### config.mk
export PLATFORM = sky130hd
export DESIGN_NAME = cfg_frame_loader
export DESIGN_NICKNAME = d
export VERILOG_FILES = /design/src/rtl/cfg_frame_loader.sv
export SDC_FILE = /design/constraint.sdc
export NUM_CORES = 1
export LEC_CHECK = 0
export CAP_MARGIN = 15
export CORE_MARGIN = 2
export CORE_UTILIZATION = 50
export CTS_CLUSTER_DIAMETER = 40
export DETAILED_ROUTE_END_ITERATION = 7
export PLACE_DENSITY = 0.72
export SKIP_LAST_GASP = 1
export SLEW_MARGIN = 20
export SYNTH_ARGS = -nofsm -noshare
export SYNTH_HDL_FRONTEND = slang
export SYNTH_SLANG_ARGS = --single-unit
### constraint.sdc
create_clock -name clk -period 3.5 [get_ports clk]
set_input_delay 0.7 -clock clk [delete_from_list [all_inputs] [get_ports clk]]
set_output_delay 0.7 -clock clk [all_outputs]
set_load 0.03 [all_outputs]
### src/rtl/cfg_frame_loader.sv
// Byte-serial configuration loader: parses header/count/frames, verifies each frame's XOR checksum,
// then presents the frame on cfg_bits with one cycle of setup and hold around a one-hot wr_en pulse.
module cfg_frame_loader #(
  parameter int FRAME_W  = 18,
  parameter int N_BLOCKS = 4,
  parameter int WR_HOLD  = 2
) (
  input  logic                clk,
  input  logic                rst,
  input  logic [7:0]          in_data,
  input  logic                in_valid,
  output logic                in_ready,
  output logic [FRAME_W-1:0]  cfg_bits,
  output logic [N_BLOCKS-1:0] wr_en,
  output logic                busy,
  output logic                done,
  output logic                err_chk,
  output logic                err_addr
);

  localparam int P   = (FRAME_W + 7) / 8;
  localparam int BCW = (P > 1) ? $clog2(P) : 1;
  localparam int HCW = (WR_HOLD > 1) ? $clog2(WR_HOLD) : 1;

  localparam logic [3:0] S_IDLE  = 4'd0;
  localparam logic [3:0] S_COUNT = 4'd1;
  localparam logic [3:0] S_ADDR  = 4'd2;
  localparam logic [3:0] S_DATA  = 4'd3;
  localparam logic [3:0] S_CHK   = 4'd4;
  localparam logic [3:0] S_SETUP = 4'd5;
  localparam logic [3:0] S_WRITE = 4'd6;
  localparam logic [3:0] S_HOLD  = 4'd7;
  localparam logic [3:0] S_DONE  = 4'd8;

  logic [3:0]          state_reg, state_next;
  logic [7:0]          count_reg, addr_reg, chk_reg;
  logic [FRAME_W-1:0]  frame_reg, frame_next, cfg_bits_reg;
  logic [BCW-1:0]      byte_cnt_reg;
  logic [HCW-1:0]      hold_cnt_reg;
  logic [N_BLOCKS-1:0] wr_en_reg, addr_onehot;
  logic                err_chk_reg, err_addr_reg;
  logic                xfer, addr_ok, chk_ok, last_frame;

  assign in_ready   = !rst && (state_reg inside {S_IDLE, S_COUNT, S_ADDR, S_DATA, S_CHK});
  assign xfer       = in_valid && in_ready;
  assign addr_ok    = {1'b0, addr_reg} < 9'(N_BLOCKS);
  assign chk_ok     = (in_data == chk_reg);
  assign last_frame = (count_reg == 8'd1);

  assign busy     = (state_reg != S_IDLE) && (state_reg != S_DONE);
  assign done     = (state_reg == S_DONE);
  assign cfg_bits = cfg_bits_reg;
  assign wr_en    = wr_en_reg;
  assign err_chk  = err_chk_reg;
  assign err_addr = err_addr_reg;

  // Payload byte k lands in frame bits [8k+7:8k]; bits at or above FRAME_W are never stored.
  generate
    for (genvar gi = 0; gi < FRAME_W; gi++) begin : g_frame_bit
      assign frame_next[gi] = (byte_cnt_reg == BCW'(gi / 8)) ? in_data[gi % 8] : frame_reg[gi];
    end
    for (genvar gi = 0; gi < N_BLOCKS; gi++) begin : g_onehot
      assign addr_onehot[gi] = (addr_reg == 8'(gi));
    end
  endgenerate

  always_comb begin
    state_next = state_reg;
    case (state_reg)
      S_IDLE:  if (xfer && in_data == 8'hA5) state_next = S_COUNT;
      S_COUNT: if (xfer) state_next = (in_data == 8'd0) ? S_DONE : S_ADDR;
      S_ADDR:  if (xfer) state_next = S_DATA;
      S_DATA:  if (xfer && byte_cnt_reg == BCW'(P - 1)) state_next = S_CHK;
      S_CHK: begin
        if (xfer) begin
          if (!chk_ok || !addr_ok) state_next = last_frame ? S_DONE : S_ADDR;
          else                     state_next = S_SETUP;
        end
      end
      S_SETUP: state_next = S_WRITE;
      S_WRITE: if (hold_cnt_reg == HCW'(WR_HOLD - 1)) state_next = S_HOLD;
      S_HOLD:  state_next = last_frame ? S_DONE : S_ADDR;
      S_DONE:  state_next = S_IDLE;
      default: state_next = S_IDLE;
    endcase
  end

  always_ff @(posedge clk) begin
    if (rst) begin
      state_reg    <= S_IDLE;
      count_reg    <= '0;
      addr_reg     <= '0;
      chk_reg      <= '0;
      frame_reg    <= '0;
      cfg_bits_reg <= '0;
      byte_cnt_reg <= '0;
      hold_cnt_reg <= '0;
      wr_en_reg    <= '0;
      err_chk_reg  <= 1'b0;
      err_addr_reg <= 1'b0;
    end else begin
      state_reg <= state_next;
      // Registered so the latch enables never see decode glitches.
      wr_en_reg <= (state_next == S_WRITE) ? addr_onehot : '0;
      case (state_reg)
        S_IDLE: begin
          if (xfer && in_data == 8'hA5) begin
            err_chk_reg  <= 1'b0;
            err_addr_reg <= 1'b0;
          end
        end
        S_COUNT: if (xfer) count_reg <= in_data;
        S_ADDR: begin
          if (xfer) begin
            addr_reg     <= in_data;
            chk_reg      <= in_data;
            frame_reg    <= '0;
            byte_cnt_reg <= '0;
          end
        end
        S_DATA: begin
          if (xfer) begin
            frame_reg    <= frame_next;
            chk_reg      <= chk_reg ^ in_data;
            byte_cnt_reg <= byte_cnt_reg + BCW'(1);
          end
        end
        S_CHK: begin
          if (xfer) begin
            if (!chk_ok) begin
              err_chk_reg <= 1'b1;
              count_reg   <= count_reg - 8'd1;
            end else if (!addr_ok) begin
              err_addr_reg <= 1'b1;
              count_reg    <= count_reg - 8'd1;
            end else begin
              cfg_bits_reg <= frame_reg;
            end
          end
        end
        S_SETUP: hold_cnt_reg <= '0;
        S_WRITE: hold_cnt_reg <= hold_cnt_reg + HCW'(1);
        S_HOLD:  count_reg <= count_reg - 8'd1;
        default: ;
      endcase
    end
  end

endmodule
# --- Word level (Yosys, flattened, before mapping) ---
# Index checks and enable logic that the tools add are counted.
op_classes:
  add_sub_neg: 3
  multipliers: 0
  div: 0
  n_lt_le_gt_ge: 1
  n_eq_ne: 30
  shifts: 0
  mux: 50
  n_bitwise: 2
  reduce_logical: 29
ops:
  columns: ["op", "count"]
  rows:
  - ["$mux W8", 5]
  - ["$mux W18", 2]
  - ["$mux W4", 9]
  - ["$pmux W18 S2", 1]
  - ["$pmux W4 S8", 1]
  - ["$mux W1", 24]
  - ["$pmux W8 S3", 1]
  - ["$reduce_and A4 Y1", 6]
  - ["$eq A4 B3 Y1 const B", 5]
  - ["$eq A8 B1 Y1 const B", 2]
  - ["$eq A8 B2 Y1 const B", 2]
  - ["$logic_not A8 Y1", 2]
  - ["$pmux W8 S2", 1]
  - ["$ne A2 B2 Y1 const B", 7]
  - ["$eq A4 B2 Y1 const B", 2]
  - ["$eq A8 B8 Y1", 1]
  - ["$eq A8 B8 Y1 const B", 1]
  - ["$lt A8 B3 Y1 const B", 1]
  - ["$ne A2 B1 Y1 const B", 4]
  - ["$sub A8 B1 Y8 const B", 1]
  - ["$xor A8 B8 Y8", 1]
  - ["$pmux W1 S2", 3]
  - ["$reduce_bool A2 Y1", 3]
  - ["$logic_and A1 B1 Y1", 5]
  - ["other kinds (22)", 25]
word_totals:
  register_bits: 73
  latch_bits: 0
  ram_bits: 0
  romBits: 0
  inputBits: 11
  out_inout_bits: 27
  wordCells: 128
  memories: 0

# --- Depth between registers and ports, before layout ---
# Gate-level depths: netlist (run 1).
logic_depth:
  ltp_word: 10
  mapped_depth: 9

# --- Least setup slack after synthesis (run 1) ---
# Ideal clock, no wire load.
synth_path:
  path_type: "input to output"
  startpoint: "input rst"
  endpoint: "output in_ready"
  arrival_time_ns: 1.791
  t_required_ns: 2.800
  path_slack_ns: 1.009
  cell_stages: 4
  n_path_buf: 2
  path_cell_list: "clkbuf_1 or2_2 clkbuf_1 a21oi_1"
synth_via:
  elab_chain_cells: 2
synth_lines:
  columns: ["element", "line_no", "text"]
  rows:
  - ["start: declaration", "9", "input logic rst,"]
  - ["$logic_not A1 Y1", "44", "assign in_ready = !rst && (state_reg inside {S_IDLE, S_COUNT, S_ADDR, S_DATA, S_CHK});"]
  - ["$logic_and A1 B1 Y1", "44", null]
  - ["end: declaration", "12", "output logic in_ready,"]
# No other way between the ends.

# --- Final worst setup path (run 1) ---
layout_path:
  startpoint: "input in_valid"
  endpoint: "register wr_en_reg[2], in the netlist wr_en[2]"
layout_via:
  elab_chain_cells: 7
  word_cells_on_any_way: 12
  cone_classes: "1 x eq/ne; 6 x mux; 1 x bitwise; 4 x reduce/logical"
layout_lines:
  columns: ["element", "line_no", "text"]
  rows:
  - ["start: declaration", "11", "input logic in_valid,"]
  - ["$logic_and A1 B1 Y1 (*)", "45", "assign xfer = in_valid && in_ready;"]
  - ["$logic_and A1 B1 Y1, on equally long branches", "73, 70", null]
  - ["$mux W4, on equally long branches", "73, 70", null]
  - ["$pmux W4 S8 (*)", "69", "case (state_reg)"]
  - ["$eq A4 B3 Y1 (*)", "104", "wr_en_reg <= (state_next == S_WRITE) ? addr_onehot : '0;"]
  - ["$not A1 Y1 (no source line) (*)", null, null]
  - ["$reduce_or A2 Y1 (no source line) (*)", null, null]
  - ["end signal: assignment", "104", null]
  - ["end: declaration", "40", "logic [N_BLOCKS-1:0] wr_en_reg, addr_onehot;"]
# Mark *: on every way between the ends. The rest lies on a longest branch, timed or not.
# A chain may end at the register's enable or synchronous reset.

==> metrics.txt, run 1 <==
YS warnings 0; Total Routing Usage GR approximately 23%; vias after detailed routing 3,109; area of the multi-input gates around 0.0018 mm^2; Slew Viols, Final 0; final hold viol count 0; largest net degree at the start of global routing 61; Fmax achieved around 350 MHz; status finished clean; Hold Buf Count CTS 0; GPL Wtd Cong 0.862; Post-Syn Area between 0.003 and 0.004 mm^2; dpl cells 541; setup violators final 0; crit path DAT ~3 ns; startpoint class of the critical path input pin; setup tns final 0 ns; Clock Power Share 40.0%; CP Class input pin to register; Worst Skew about 0.015 ns; core outline area approximately 0.0067 mm^2; Leakage 0.00146 uW; RSZ-0062 raised after global routing false; H-tree depth 3; Post-synth EDFFs 0; Area Overhead vs Synth 18.5%; worst slew pin tran between 0.8 and 0.9 ns; layout cell share with drive strength beyond 1 9.85%; clk root buf clkbuf_8; Switching Power roughly 440 uW; initial antenna violation count 0; metal3 WL approximately 400 um; Rows 30; vias in the first global route roughly 2,800; CTS tree built; fill cell count 610; Met1 Wirelength between 4000 and 5000 um; Max stage delay on crit path between 0.5 and 0.6 ns; Critical Path Fanout Max 6; Port-buffer cells 37; DIE WIDTH 87.0 um; commonest cells after routing, fill and taps aside 73 x dfxtp_1, 70 x nand2_1, 69 x nor2_1; post_cts resized 0; clk_lat worst skew between 0.3 and 0.4 ns; VDD IR-drop max 0.000248 V; Synth async-reset ratio 0%; Final Critical Period roughly 2.8 ns; # IOs 38; TritonCTS Buffers 9; global-route wire length before repair between 10,000 and 15,000 um; P per Cell Area 411 mW/mm^2; clock tree buffer depth 2; cell area after layout 0.00408 mm^2; Seq pwr share 51.2%; Starting Density about half; final period utilization between 80% and 90%; Sink Count 73; Crit. End Element register; area of placed instances 0.00388 mm^2; Slowest-stage cell, CP clkdlybuf4s50_1; commonest non-fill, non-tap cell in the layout dfxtp_1; Cell variety after synth 52; DRT iter0 DRCs 206; Wirelength per Cell between 10 and 15 um; gr ovfl total 0; flops & latches, synth 73; Syn Inst Count 440; # Max-Cap Violations 0; switching share of total power between 20% and 30%; DRC violations left 0; Post-CTS Setup Bufs 0; required time worst endpoint 3.74 ns; area occupied by registers around 0.0015 mm^2; ys flop type dfxtp_1; Antenna Violating Nets Remaining 0; Logic pwr share under 10%; Total Wirelength about 8200 um; sequential area share after synthesis a little over two fifths; Pre-antenna DRT Iters 5; Final HPWL DP a little under 6000 um; Finished Layout Cells between 500 and 600; die height approximately 87 um; normalized max-slew margin about two fifths; cells along the critical path clkdlybuf4s50_1, nor2b_1, mux2_2, a221o_1, a211oi_2, or3b_4, nor4b_1; met2 wire len ~3700 um; Net Count, Synth between 400 and 500; vias per inst around 5.6; Die Area roughly 0.0076 mm^2; Final #Nets about 490; Min-Delay Path Class register to register; Internal Power 1240 uW; Syn Area/Cell between 7 and 8 um^2; # diodes 0; highest metal used met4; clk slew on worst S/H paths roughly 0.080 ns
## synth_stat cells, types with 2 or more instances
cell | instances | area share, %
and3_1 | 2 | 0.36
or3_1 | 2 | 0.36
nor3_1 | 10 | 1.5
buf_1 | 2 | 0.22
buf_2 | 6 | 0.87
nor4b_1 | 2 | 0.51
inv_1 | 8 | 0.87
nor4_1 | 6 | 1.1
xnor2_2 | 4 | 1.9
a21boi_0 | 2 | 0.44
a31oi_1 | 2 | 0.36
nand2_1 | 70 | 7.6
nand4_1 | 2 | 0.36
nand2b_1 | 3 | 0.55
nor2_1 | 69 | 7.5
o21a_1 | 2 | 0.44
clkbuf_1 | 20 | 2.2
o21ai_0 | 32 | 4.7
buf_6 | 2 | 0.65
nor2b_1 | 3 | 0.55
a22oi_1 | 9 | 2.0
nand4bb_1 | 2 | 0.65
o22ai_1 | 2 | 0.36
and2_1 | 3 | 0.55
nor3b_1 | 2 | 0.44
ha_1 | 5 | 1.8
dfxtp_1 | 73 | 42
mux2i_1 | 9 | 2.6
or2_2 | 3 | 0.55
o211ai_1 | 2 | 0.44
xnor2_1 | 4 | 1.0
a21oi_1 | 53 | 7.7
nand3_1 | 4 | 0.58
o31a_1 | 2 | 0.51
## critical path: cells and delay by family
family                 cells  cell delay (ns)
AND/OR/NAND/NOR            3             0.94
buffers and inverters      1             0.55
AO/OA/AOI/OAI              2             0.53
multiplexers               1             0.37
## power by group through the flow
| stage | Combinational (uW) | Clock [uW] | Sequential (uW) |
|---|---|---|---|
| 4_1_cts | 148 | 677 | 857 |
| 5_1_grt | 162 | 714 | 859 |
| 6_report | 149 | 670 | 857 |
| 3_3_place_gp | 145 | 0 | 876 |
| 3_5_place_dp | 147 | 0 | 877 |
| 2_1_floorplan | 108 | 0 | 869 |
## metal layers
metal / track usage [%] / vias up
met5: 0 / -
li1: - / 1576
met4: 8.10 / 0
met2: 36.0 / 88
met1: 32.0 / 1440
met3: 3.79 / 5
## final cells by class
cell class | instances | area share (%)
well taps | 80 | 2.45
flip-flops and latches | 73 | 35.8
clock buffers | 9 | 3.04
multi-input cells | 328 | 44.3
inverters | 8 | 0.736
clock inverters | 7 | 1.90
repair buffers | 52 | 11.7
## path summary, 6_finish.rpt
path	start	to	slack (ns)	cells past startpoint
max	in_valid	wr_en[2]$_SDFF_PP0_	0.66	7
min	cfg_bits[4]$_SDFFE_PP0P_	cfg_bits[4]$_SDFFE_PP0P_	0.45	2
max reg2reg	state_reg[1]$_SDFF_PP0_	wr_en[2]$_SDFF_PP0_	1.12	6
min reg2reg	cfg_bits[4]$_SDFFE_PP0P_	cfg_bits[4]$_SDFFE_PP0P_	0.45	2
## per-stage QoR
step	worst slack (ns)	util [%]	power [uW]	hold WS [ns]
after CTS	0.704	60.7	1680	0.454
final	0.665	60.7	1680	0.452
after detailed placement	0.370	57.7	1020	0.442
after floorplan	1.01	-	978	0.432
after global routing	0.552	60.7	1740	0.471
after global placement	0.404	57.7	1020	0.439
## cell families after synthesis
logic type / synth area share, %
XOR/XNOR: 2.91
AND/OR/NAND/NOR: 25.8
multiplexers: 2.94
AO/OA/AOI/OAI: 19.1
adder cells (fa/ha/maj): 1.82
flip-flops: 42.4
buffers and inverters: 5.01
(Power assumes the default switching activity.)
==> run 2: changes to the inputs <==
- PLACE_DENSITY: 0.72 -> 0.75
- clock period: 3.5 -> 2.25 ns (I/O delays scaled with it)
==> run 2 against run 1 <==
  * Via count grew 5.0%
  * Core utilization increased by 4.8 points
  * Hold slack got worse by 0.0018 ns
  * Global-route usage increased by 1.7 points
  * Largest power group unchanged
  * Highest routed layer unchanged
  * Non-clock buffer count increased by 39
  * Combinational power is 93% higher
  * Critical path depth grew 2
  * Total power up 54%
  * Wire length up 3.9%
==> metrics.txt, run 2 (synthesis results as in run 1) <==
Hold Slack 0.450 ns; # diodes 0; TritonCTS Buffers 9; vias in the first global route between 3,000 and 4,000; GPL Wtd Cong 0.968; Total Routing Usage GR 24.7%; dpl cells just under 600; Critical Path Fanout Max 6; Slew Viols, Final 0; # IOs 38; final hold viol count 0; GR Util met3 under 10%; Final HPWL DP roughly 6300 um; status finished clean; Area Overhead vs Synth 27.8%; clock tree buffer depth 2; CP Class input pin to register; global-route wire length before repair 14,700 um; normalized max-slew margin roughly 56%; # Max-Cap Violations 0; gr ovfl total 0; setup tns final 0 ns; CTS tree built; Antenna Violating Nets Remaining 0; Starting Density a little over 50%; crit path DAT between 2 and 2.5 ns; Total Wirelength ~8600 um; setup violators final 0; Leakage between 0.0015 and 0.002 uW; clk root buf clkbuf_8; largest net degree at the start of global routing 37; H-tree depth 3; commonest non-fill, non-tap cell in the layout dfxtp_1; Die Area around 0.0076 mm^2; DRC violations left 0; DIE WIDTH between 80 and 90 um; Rows 30; clk slew on worst S/H paths 0.08 ns; initial antenna violation count 0; Min-Delay Path Class register to register; VDD IR-drop max between 0.0003 and 0.0004 V; vias per inst ~5.5; core outline area approximately 0.0067 mm^2; Hold Buf Count CTS 0; Port-buffer cells 37; Sink Count 73; clk_lat worst skew 0.36 ns; vias after detailed routing roughly 3,300; DRT iter0 DRCs between 200 and 300; Fmax achieved 474 MHz; met2 Usage GRT 39.2%; Crit. End Element register; required time worst endpoint 2.53 ns; Wirelength per Cell 14.4 um; RSZ-0062 raised after global routing false; startpoint class of the critical path input pin; Worst Skew ~0.011 ns; die height 87.0 um; Final Critical Period roughly 2.1 ns; Pre-antenna DRT Iters 4; Finished Layout Cells 596; Final #Nets roughly 530; final period utilization approximately 94%; busiest metal layer after global routing met2; commonest cells after routing, fill and taps aside 71 x dfxtp_1, 70 x nand2_1, 69 x nor2_1; final core occ 65.5%; routing usage on met1 32.9%; layout cell share with drive strength beyond 1 between 10% and 20%; worst slew pin tran 0.653 ns; P per Cell Area 585 mW/mm^2
run 2: area by class of cell:
class / count / area (um^2)
fillers: 588 / 2320
multi-input cells: 328 / 1820
flip-flops and latches: 73 / 1460
repair buffers: 91 / 798
clock buffers: 9 / 124
well taps: 80 / 100
clock inverters: 7 / 61.3
inverters: 8 / 30.0
run 2: final timing paths:
kind / endpoint / startpoint / depth (start not counted) / slack, ns
setup / recovery: wr_en[2]$_SDFF_PP0_ / in_data[1] / 9 / 0.14
hold / removal: cfg_bits[5]$_SDFFE_PP0P_ / cfg_bits[5]$_SDFFE_PP0P_ / 2 / 0.45
setup reg to reg: wr_en[2]$_SDFF_PP0_ / byte_cnt_reg[0]$_SDFFE_PP0P_ / 8 / 0.15
hold reg to reg: cfg_bits[5]$_SDFFE_PP0P_ / cfg_bits[5]$_SDFFE_PP0P_ / 2 / 0.45
run 2: worst max-delay path: stages:
cell	delay [ns]
clkdlybuf4s50_1	0.52
buf_4	0.18
nor4_1	0.06
buf_4	0.14
nand3_1	0.07
nor2_1	0.07
a211oi_2	0.21
or3b_4	0.43
nor4b_2	0.24
run 2: repair_timing:
action / 4_1_cts / 5_1_grt
setup endpoints to repair: 6 / 5
setup buffers: 1 / 0
hold endpoints to repair: 0 / 0
resized for setup: 6 / 4
pin swaps: 2 / 1
run 2: stage by stage:
step	cell area, um^2	power (uW)	worst slack, ns
after detailed placement	4200	1640	-0.499
after global routing	4400	2680	0.0345
final	4400	2570	0.140
after global placement	4200	1640	-0.466
after floorplan	3440	1520	0.0473
after CTS	4400	2590	-0.0107
run 2: where the power goes:
group	total, uW	internal, uW	switching [uW]	leakage (uW)
registers	1330	1310	20.5	0.000590
clock network	959	418	541	0.0000884
logic	287	133	155	0.000992
run 2: metal layers:
metal | vias to the layer above | wire [um]
li1 | 1653 | -
met1 | 1505 | 3970
met2 | 89 | 3890
met3 | 19 | 500
met4 | 0 | 199
met5 | - | 0
==> run 3: changes to the inputs <==
- TNS_END_PERCENT: unset -> 1
==> run 3 against run 2 <==
  * Setup slack got worse by 0.062 ns
  * Flip-flop and latch count unchanged
  * Via count increased by 0.18%
  * Cell area unchanged
  * Sequential power about the same
  * First-iteration DRC count decreased by 12%
  * Wire length increased by 0.26%
  * Global-route usage decreased by 0.060 points
  * Maximum frequency decreased by 2.9%
  * Register-to-register slack got worse by 0.06 ns
  * Combinational power about the same
==> metrics.txt, run 3 (synthesis results as in run 1) <==
Rows 30; Slew Viols, Final 0; Wirelength per Cell between 10 and 15 um; Leakage roughly 0.0017 uW; Fmax achieved 460 MHz; die height between 80 and 90 um; vias per inst ~5.5; Finished Layout Cells 595; P per Cell Area ~580 mW/mm^2; Critical Path Fanout Max 4; DRT iter0 DRCs between 200 and 250; TritonCTS Buffers 9; final period utilization a little under 100%; CTS tree built; initial antenna violation count 0; Total Wirelength between 8000 and 9000 um; status finished clean; # diodes 0; crit path DAT around 2.4 ns; layout cell share with drive strength beyond 1 about 17%; # IOs 38; GPL Wtd Cong 0.968; VDD IR-drop max 0.000363 V; RSZ-0062 raised after global routing true; Crit. End Element register; DRC violations left 0; final core occ roughly two thirds; Pre-antenna DRT Iters 5; Final Critical Period between 2 and 2.5 ns; Antenna Violating Nets Remaining 0; H-tree depth 3; vias after detailed routing 3,272; largest net degree at the start of global routing 37; Hold Slack 0.449 ns; DIE WIDTH approximately 87 um; # Max-Cap Violations 0; required time worst endpoint approximately 2.5 ns; clock tree buffer depth 2; CP Class input pin to register; clk slew on worst S/H paths ~0.08 ns; final hold viol count 0; startpoint class of the critical path input pin; worst slew pin tran 0.649 ns; Starting Density between 50 and 60%; Port-buffer cells 37; clk root buf clkbuf_8; Total Routing Usage GR between 20% and 30%; Min-Delay Path Class register to register; commonest non-fill, non-tap cell in the layout dfxtp_1; Post-CTS Setup Bufs 0; gr ovfl total 0; global-route wire length before repair ~15,000 um; normalized max-slew margin around 57%; commonest cells after routing, fill and taps aside 73 x dfxtp_1, 70 x nand2_1, 69 x nor2_1; clk_lat worst skew 0.35 ns; Final #Nets 526; Area Overhead vs Synth 27.8%; core outline area 0.00672 mm^2; Sink Count 73; Die Area between 0.007 and 0.008 mm^2; Final HPWL DP between 6000 and 7000 um; Worst Skew between 0.01 and 0.015 ns; Hold Buf Count CTS 0; setup violators final 0; vias in the first global route ~3,100; dpl cells between 500 and 600
run 3: worst paths after layout:
kind	slack (ns)	end	cells past startpoint	startpoint
max	0.08	wr_en[2]$_SDFF_PP0_	7	in_data[2]
min	0.45	cfg_bits[5]$_SDFFE_PP0P_	2	cfg_bits[5]$_SDFFE_PP0P_
max reg2reg	0.09	wr_en[2]$_SDFF_PP0_	6	state_reg[0]$_SDFF_PP0_
min reg2reg	0.45	cfg_bits[5]$_SDFFE_PP0P_	2	cfg_bits[5]$_SDFFE_PP0P_
run 3: layout make-up:
type / count / area (um^2)
Timing Repair Buffer: 90 / 795
Inverter: 8 / 30.0
Sequential cell: 73 / 1460
Tap cell: 80 / 100
Clock inverter: 7 / 61.3
Clock buffer: 9 / 124
Multi-Input combinational cell: 328 / 1830
Fill cell: 588 / 2320
run 3: critical path, cell delays in order:
cell,delay [ns]
clkdlybuf4s50_1,0.53
xnor2_2,0.13
nand4_2,0.15
nor4_4,0.32
a22oi_1,0.16
or3b_4,0.44
nor4b_2,0.24
run 3: per-layer routing:
layer	part of all wire, %	global-route usage [%]	up-vias	wire length, um
met5	0	0	-	0
met2	47	39.0	101	4070
met1	46	32.9	1505	3970
met3	4.7	3.98	15	407
met4	1.5	11.4	0	128
li1	-	-	1651	-
run 3: per-stage QoR:
stage | TNS, ns | total power (uW) | setup WS, ns | cell area (um^2)
4_1_cts | -0.238 | 2590 | -0.102 | 4380
3_5_place_dp | -7.81 | 1640 | -0.499 | 4200
3_3_place_gp | -6.46 | 1640 | -0.466 | 4200
6_report | 0 | 2570 | 0.0780 | 4400
5_1_grt | -0.114 | 2680 | -0.0523 | 4400
2_1_floorplan | 0 | 1520 | 0.0473 | 3440
run 3: power breakdown:
part | internal [uW] | leakage (uW) | switching [uW]
Combinational | 132 | 0.000994 | 154
Clock | 418 | 0.0000884 | 534
Sequential | 1310 | 0.000589 | 20.7
run 3: repair_timing:
action | 4_1_cts | 5_1_grt
endpoints found under the setup margin | 6 | 7
pin swaps | 0 | 2
resized for setup | 3 | 6
